$ cat config.mk
export PLATFORM = sky130hd
export DESIGN_NAME = mem_access_ctrl
export DESIGN_NICKNAME = d
export VERILOG_FILES = /design/src/rtl/mem_req_pkg.sv /design/src/rtl/lane_merge.sv /design/src/rtl/mem_access_ctrl.sv
export SDC_FILE = /design/constraint.sdc
export NUM_CORES = 1
export LEC_CHECK = 0
export CAP_MARGIN = 20
export CORE_MARGIN = 2
export CORE_UTILIZATION = 43
export CTS_BUF_LIST = sky130_fd_sc_hd__clkbuf_2
export DETAILED_ROUTE_END_ITERATION = 10
export GPL_TIMING_DRIVEN = 1
export PLACE_DENSITY_LB_ADDON = 0.25
export SLEW_MARGIN = 0
export SYNTH_ARGS = -nofsm -noshare
export SYNTH_HDL_FRONTEND = slang
export SYNTH_SLANG_ARGS = --single-unit
$ cat constraint.sdc
create_clock -name Clk -period 4.63 [get_ports Clk]
set_input_delay 1.1575 -clock Clk [delete_from_list [all_inputs] [get_ports Clk]]
set_output_delay 1.1575 -clock Clk [all_outputs]
set_load 0.05 [all_outputs]
$ cat src/rtl/mem_req_pkg.sv
// mem_req_pkg: request codes, FSM state encoding and request legality check
// Exports T_* request types, S_* access sizes, ST_* controller states and
// req_illegal(type, size, addr[1:0]).
package mem_req_pkg;
  localparam logic [1:0] T_FETCH = 2'b00, T_LOAD = 2'b01, T_STORE = 2'b10, T_BAD = 2'b11;
  localparam logic [1:0] S_BYTE = 2'b00, S_HALF = 2'b01, S_WORD = 2'b10, S_BAD = 2'b11;
  localparam logic [1:0] ST_IDLE = 2'b00, ST_RD = 2'b01, ST_WR = 2'b10, ST_RSP = 2'b11;
  function automatic logic req_illegal(input logic [1:0] t, input logic [1:0] s, input logic [1:0] off);
    return t == T_BAD || s == S_BAD || (t == T_FETCH && s != S_WORD) ||
           (s == S_HALF && off[0]) || (s == S_WORD && off != 2'b00);
  endfunction
endpackage

$ cat src/rtl/lane_merge.sv
// lane_merge: load lane extraction/extension and store lane merge
// Ports: size/zext/off select the lane, word is the memory word read,
// wdata the right-aligned store data; ldata is the extended load result,
// mdata the word with the store lanes replaced.
module lane_merge
  import mem_req_pkg::*;
(
  input  logic [1:0]  size,
  input  logic        zext,
  input  logic [1:0]  off,
  input  logic [31:0] word,
  input  logic [31:0] wdata,
  output logic [31:0] ldata,
  output logic [31:0] mdata
);
  logic [31:0] shifted, mask, wrep;
  logic [15:0] half;
  assign shifted = word >> {off, 3'b000};
  assign half    = off[1] ? word[31:16] : word[15:0];
  assign ldata   = size == S_BYTE ? {{24{~zext & shifted[7]}}, shifted[7:0]} :
                   size == S_HALF ? {{16{~zext & half[15]}}, half} : word;
  // replicate the store data across all lanes, then let the mask pick the addressed one
  assign mask    = size == S_BYTE ? 32'h0000_00ff << {off, 3'b000} :
                   size == S_HALF ? (off[1] ? 32'hffff_0000 : 32'h0000_ffff) : 32'hffff_ffff;
  assign wrep    = size == S_BYTE ? {4{wdata[7:0]}} : size == S_HALF ? {2{wdata[15:0]}} : wdata;
  assign mdata   = (word & ~mask) | (wrep & mask);
endmodule

$ cat src/rtl/mem_access_ctrl.sv
// mem_access_ctrl: single-outstanding core-to-memory access controller
// Core side: req_* handshake in (type/size/unsigned/addr/wdata), rsp_* out
// (data/err). Memory side: word-aligned mem_addr, mem_wd/mem_we write port,
// combinational mem_rdata/mem_inst reads. Sub-byte stores are read-modify-write.
module mem_access_ctrl
  import mem_req_pkg::*;
#(
  parameter int ADDR_W = 32,
  parameter int DATA_W = 32
) (
  input  logic              Clk,
  input  logic              Rst,
  input  logic              req_valid,
  output logic              req_ready,
  input  logic [1:0]        req_type,
  input  logic [1:0]        req_size,
  input  logic              req_unsigned,
  input  logic [ADDR_W-1:0] req_addr,
  input  logic [DATA_W-1:0] req_wdata,
  output logic              rsp_valid,
  input  logic              rsp_ready,
  output logic [DATA_W-1:0] rsp_data,
  output logic              rsp_err,
  output logic [ADDR_W-1:0] mem_addr,
  output logic [DATA_W-1:0] mem_wd,
  output logic              mem_we,
  input  logic [DATA_W-1:0] mem_rdata,
  input  logic [DATA_W-1:0] mem_inst
);
  logic [1:0]        state, next_state, r_type, r_size;
  logic              r_zext, err_q, illegal;
  logic [ADDR_W-1:0] r_addr;
  logic [DATA_W-1:0] r_wdata, rd_buf, ldata, mdata;
  assign illegal = req_illegal(req_type, req_size, req_addr[1:0]);
  assign next_state = state == ST_IDLE ? (!req_valid ? ST_IDLE : illegal ? ST_RSP :
                                          (req_type == T_STORE && req_size == S_WORD) ? ST_WR : ST_RD) :
                      state == ST_RD   ? (r_type == T_STORE ? ST_WR : ST_RSP) :
                      state == ST_WR   ? ST_RSP : (rsp_ready ? ST_IDLE : ST_RSP);
  always_ff @(posedge Clk) begin
    if (!Rst) begin
      state   <= ST_IDLE;
      r_type  <= '0;
      r_size  <= '0;
      r_zext  <= 1'b0;
      r_addr  <= '0;
      r_wdata <= '0;
      rd_buf  <= '0;
      err_q   <= 1'b0;
    end else begin
      if (state == ST_IDLE && req_valid) begin
        r_type  <= req_type;
        r_size  <= req_size;
        r_zext  <= req_unsigned;
        r_addr  <= req_addr;
        r_wdata <= req_wdata;
        err_q   <= illegal;
      end
      if (state == ST_RD) rd_buf <= r_type == T_FETCH ? mem_inst : mem_rdata;
      state <= next_state;
    end
  end
  lane_merge u_lane (
    .size  (r_size),
    .zext  (r_zext),
    .off   (r_addr[1:0]),
    .word  (rd_buf),
    .wdata (r_wdata),
    .ldata (ldata),
    .mdata (mdata)
  );
  assign req_ready = state == ST_IDLE;
  assign rsp_valid = state == ST_RSP;
  assign rsp_err   = rsp_valid & err_q;
  assign rsp_data  = (rsp_valid && !err_q && r_type != T_STORE) ? (r_type == T_FETCH ? rd_buf : ldata) : '0;
  assign mem_addr  = (state == ST_RD || state == ST_WR) ? {r_addr[ADDR_W-1:2], 2'b00} : '0;
  assign mem_we    = state == ST_WR;
  // a full-word mask makes mdata equal the store data, so word stores need no read
  assign mem_wd    = mem_we ? mdata : '0;
endmodule

-- Word level (Yosys, flattened, before mapping)
Cells that the tools add are included.
- register bits: 104
- input bits: 137
- word-level logic and storage cells: 69
- eq/ne operators: 12
- shift operators: 2
- multiplexer cells: 21
- bitwise operators: 8
- reductions and logical operators: 18
- operators by type and width (operator ; count):
    $mux W32 ; 12
    $and A32 B32 Y32 ; 2
    $not A32 Y32 ; 1
    $or A32 B32 Y32 ; 1
    $shl A8 B5 Y32 const A ; 1
    $shr A32 B5 Y8 ; 1
    $mux W16 ; 1
    $eq A2 B2 Y1 const B ; 7
    $mux W2 ; 7
    $logic_not A2 Y1 ; 4
    $logic_and A1 B1 Y1 ; 7
    $eq A2 B1 Y1 const B ; 3
    $logic_or A1 B1 Y1 ; 5
    $ne A2 B2 Y1 const B ; 2
    $and A1 B1 Y1 ; 3
    $reduce_bool A2 Y1 ; 1
    $logic_not A1 Y1 ; 1
    $mux W1 ; 1
    $not A1 Y1 ; 1

-- Longest topological paths before layout
- depth after elaboration: 8
- gate-level depth with buffers: 7
- depth with buffers taken out: 6

-- By module
A second synthesis with hierarchy kept.
- cell total of the unflattened synthesis: 887
- area total of the unflattened synthesis: 6832.8 sq um
- by module, submodules not included (module ; instances ; cells an instance ; area an instance (sq um)):
    mem_access_ctrl ; 1 ; 687 ; 5154.9
    lane_merge ; 1 ; 200 ; 1677.9

-- Worst setup path after synthesis
Ideal clock, no wire load.
- path kind: flip-flop to output port
- from: register state[0]
- to: output port rsp_data[7]
- arrival time: 2.234 ns
- required time: 3.473 ns
- setup slack: 1.238 ns
- cell stages (with the launch flop): 5
- path buffers: 0
- cell sequence: dfxtp_1 > ha_1 > nor3b_4 > o221ai_1 > a21oi_1
- longest elaborated chain between the ends: 4
- RTL lines (what ; RTL line ; RTL):
    start, declared ; mem_access_ctrl.sv:30 ; logic [1:0] state, next_state, r_type, r_size;
    start signal, assigned ; mem_access_ctrl.sv:59 ; state <= next_state;
    $eq A2 B2 Y1 ; mem_access_ctrl.sv:72 ; assign rsp_valid = state == ST_RSP;
    via rsp_valid ; mem_access_ctrl.sv:20 ; output logic rsp_valid,
    $logic_and A1 B1 Y1 (2 in series) ; mem_access_ctrl.sv:74 ; assign rsp_data = (rsp_valid && !err_q && r_type != T_STORE) ? (r_type == T_FETCH ? rd_buf : ldata) : '0;
    $mux W32 ; mem_access_ctrl.sv:74 ;
    end, declared ; mem_access_ctrl.sv:22 ; output logic [DATA_W-1:0] rsp_data,
The timed path passes the listed nets, and every way through them passes these cells.

-- Final worst setup path
- from: register r_type[0]
- to: output port rsp_data[28]
- longest elaborated chain between the ends: 3
- elaborated cells on any way between the ends: 5
- those cells by class: eq/ne: 1; mux: 2; reduce/logical: 2
- RTL lines (what ; RTL line ; RTL):
    start, declared ; mem_access_ctrl.sv:30 ;
    start signal, assigned ; mem_access_ctrl.sv:51 ; r_type <= req_type;
    $logic_not A2 Y1 or $ne A2 B2 Y1 (tied branches) ; mem_access_ctrl.sv:74 ;
    $mux W32 or $logic_and A1 B1 Y1 (tied branches) ; mem_access_ctrl.sv:74 ;
    $mux W32 (*) ; mem_access_ctrl.sv:74 ;
Every way passes the cells marked *; elsewhere a longest branch is shown, timed or not.

==> results.json <==
{
  "status": "completed",
  "cts_root_buf": "clkbuf_2",
  "pwr-share-comb": 0.386,
  "drt_pass1_iterations": 5,
  "crit_slowest_cell": "dfxtp_1",
  "seq_power_share": 0.438,
  "initial_core_util": 0.4419,
  "dp_hpwl_mm": 15.14,
  "slew_headroom": 0.4610,
  "power.internal_mw": 1.546,
  "drt_iter0_markers": 558,
  "skew_ns": 0.01885,
  "power_leakage_nw": 3.491,
  "start_kind": "flip-flop",
  "yosysTopAreaCell": "dfxtp_1",
  "async_reset_ff_frac": 0,
  "timing.final.ws_setup_ns": 0.2444,
  "grt_max_degree": 66,
  "fmax_ghz": 0.2280,
  "rsz0062_at_grt": "false",
  "crit_buf_inv": 1,
  "syn-cell-area_sq_um": 6182,
  "crit_chain": "o21ba_2 > o31a_2 > nor2_1 > clkdlybuf4s50_1",
  "path_max_fanout": 34,
  "switching_share": 0.4115,
  "place.gp.congestion": 0.8995,
  "timing.rr.start": "state[0]",
  "synth_area_leaders": "dfxtp_1 34%, nand2_1 12%, a21boi_0 8.5%, o211a_1 7.8%, mux2i_1 6.3%",
  "synth_xor_xnor_area_share": 0,
  "ir_worst_vdd_mv": 0.3093,
  "slew_violations": 0,
  "synth.most_common_cell": "nand2_1",
  "antenna_cells": 0,
  "r2r-end": "state[0]",
  "synth_edf_count": 0,
  "syn_to_final_growth_pct": 39.97,
  "postRouteAntennaNets": 0,
  "power_mw": 2.628,
  "hp-start": "r_addr[19]",
  "drt-vias-per-instance": 5.377,
  "synth_seq_area_share": 0.3368,
  "fin_crit_sh": 0.9472,
  "final_area_sq_um": 8653,
  "syn_area_per_cell_sq_um": 7.747,
  "clk_path_buf_depth": 2,
  "drive_above_1_share": 0.07638,
  "yosysTopAreaCellShare": 0.3368,
  "cp-end-kind": "output pin",
  "routed_wl_mm": 20.46,
  "tns_ns": 0,
  "synth_ff_type": "dfxtp_1",
  "setup_violations": 0,
  "dieArea_sq_um": 15350,
  "worstSetupPathType": "flip-flop to output pin",
  "synth.ff_latch_count": 104,
  "cts_tree": "done",
  "min_to": "r_addr[19]",
  "num_rows": 43,
  "powerDensity_nw_per_um2": 303.7,
  "post_cts_buffers": 0,
  "ios": 237,
  "cts_made_buffers": 9,
  "syn_inst": 798,
  "arrival_ns": 3.23,
  "dpl_worst_slack_ns": 0.7483,
  "synthAdderAreaFrac": 0.008096,
  "cp.required_ns": 3.47,
  "drc": 0,
  "io_buffers": 234,
  "yosys_warnings": 0,
  "synth-simple-area-share": 0.2493,
  "die_h_microns": 123.9,
  "p_clk_frac": 0.176,
  "yosys.cell_types.count": 47,
  "critPathMaxStageDelay_ns": 0.74,
  "r2r_cells": 6,
  "grt_pass1_vias": 5881,
  "placed_cell_area_sq_um": 8528,
  "switchingPower_mw": 1.081,
  "clkTransAtPathRegs_ns": 0.30,
  "synth_top_family_by_area": "compound AO/OA/AOI/OAI gates",
  "htree_levels": 3,
  "rrSetupSlack_ns": 2.60,
  "synth_compound_area_frac": 0.2840,
  "cts_resized": 0,
  "tightest_slew_ns": 0.8084,
  "vias": 6318,
  "critical_path_depth": 4,
  "grt_overflow_total": 0,
  "insertion_delay_ns": 0.63,
  "grt_pass1_wl_mm": 31.00,
  "cts_hold_buf": 0,
  "yosys-top-cells-count": "199 x nand2_1, 104 x dfxtp_1, 76 x o21ai_0",
  "crit_family": "compound AO/OA/AOI/OAI gates",
  "coreArea_sq_um": 13990,
  "antenna_found_initial": 0,
  "hold_path_class": "flip-flop to flip-flop",
  "grt.total_usage": 0.2638,
  "die_w_microns": 123.9,
  "whs_path_depth": 2,
  "nets": 1131,
  "hold_violations": 0,
  "max_cap_violations": 0,
  "fill_cells": 1333,
  "routedWlPerCell_microns": 17.41,
  "synthMuxAreaShare": 0.06679,
  "post-route-min-period_ns": 4.386,
  "cts.sinks": 104
}
[stage by stage]
step | hold slack [ns] | cells | util
after CTS | 0.4792 | 1175 | 0.6184
after global placement | 0.4454 | 1159 | 0.6097
final | 0.4765 | 1175 | 0.6186
after global routing | 0.4889 | 1175 | 0.6186
after floorplan | 0.4388 | 799 | -
after detailed placement | 0.4515 | 1159 | 0.6097
[tightest hold or removal path, cell delays in order (launching register included)]
cell and delay, ns:
dfxtp_1 0.38, nand2_1 0.04, a21boi_0 0.06
[cells by family after synthesis]
| kind of cell | after synthesis |
|---|---|
| simple gates | 340 |
| compound gates | 233 |
| flops | 104 |
| buf+inv | 76 |
| mux | 40 |
| fa+ha+maj | 4 |
| other cells | 1 |
[how the worst max path moves through the flow]
stage | to | slack (ns) | startpoint
floorplan | rsp_data[7] | 1.24 | state[0]
global placement | rsp_data[1] | 0.78 | r_addr[1]
detailed placement | rsp_data[1] | 0.75 | r_addr[1]
CTS | rsp_data[1] | 0.004 | r_addr[1]
global route | rsp_data[17] | 0.02 | r_type[0]
finish | rsp_data[28] | 0.24 | r_type[0]
[state kept, by name (all words and copies together), names as in the netlist]
name     cells
r_size       2
r_wdata     32
r_addr      32
r_type       2
rd_buf      32
r_zext       1
err_q        1
state        2
[metal layers]
metal / GRT usage / part of all wire / vias up
met2: 0.4207 / 0.45 / 278
met5: 0 / 0 / -
li1: - / - / 3122
met3: 0.09799 / 0.10 / 49
met4: 0.1187 / 0.041 / 0
met1: 0.3171 / 0.41 / 2869
[layout make-up]
class	count	area [sq um]	share of cell area
Tap cell	180	225.2	0.02603
Multi-Input combinational cell	619	3776	0.4364
Timing Repair Buffer	252	2430	0.2808
Inverter	4	15.01	0.001735
Sequential cell	104	2085	0.2409
Clock inverter	7	77.57	0.008965
Clock buffer	9	45.04	0.005205
[cells in the final DEF, fill, tap and decap left out, drive strengths merged, types with 2 or more instances in the layout]
master           n
clkdlybuf4s50  216
a21o             2
a2bb2oi          6
clkinvlp         2
and2            33
ha               4
nor2b           19
o2bb2ai          6
buf             36
o21ai           77
a211oi           8
nor2            32
o22ai            2
dfxtp          104
a21oi            4
o21bai           2
nand2b           2
nand3b           8
a21boi          71
nand3           41
nor3b            3
clkbuf           9
conb             2
o211a           48
inv              7
nand2          199
mux2i           39
[power groups by stage]
| stage | sequential, mW | combinational (mW) | clock [mW] |
|---|---|---|---|
| after CTS | 1.14 | 1.02 | 0.479 |
| final | 1.15 | 1.02 | 0.462 |
| after floorplan | 1.08 | 0.706 | 0 |
| after global placement | 1.16 | 1.01 | 0 |
| after global routing | 1.16 | 1.10 | 0.515 |
| after detailed placement | 1.16 | 1.02 | 0 |
(Power assumes the default switching activity.)
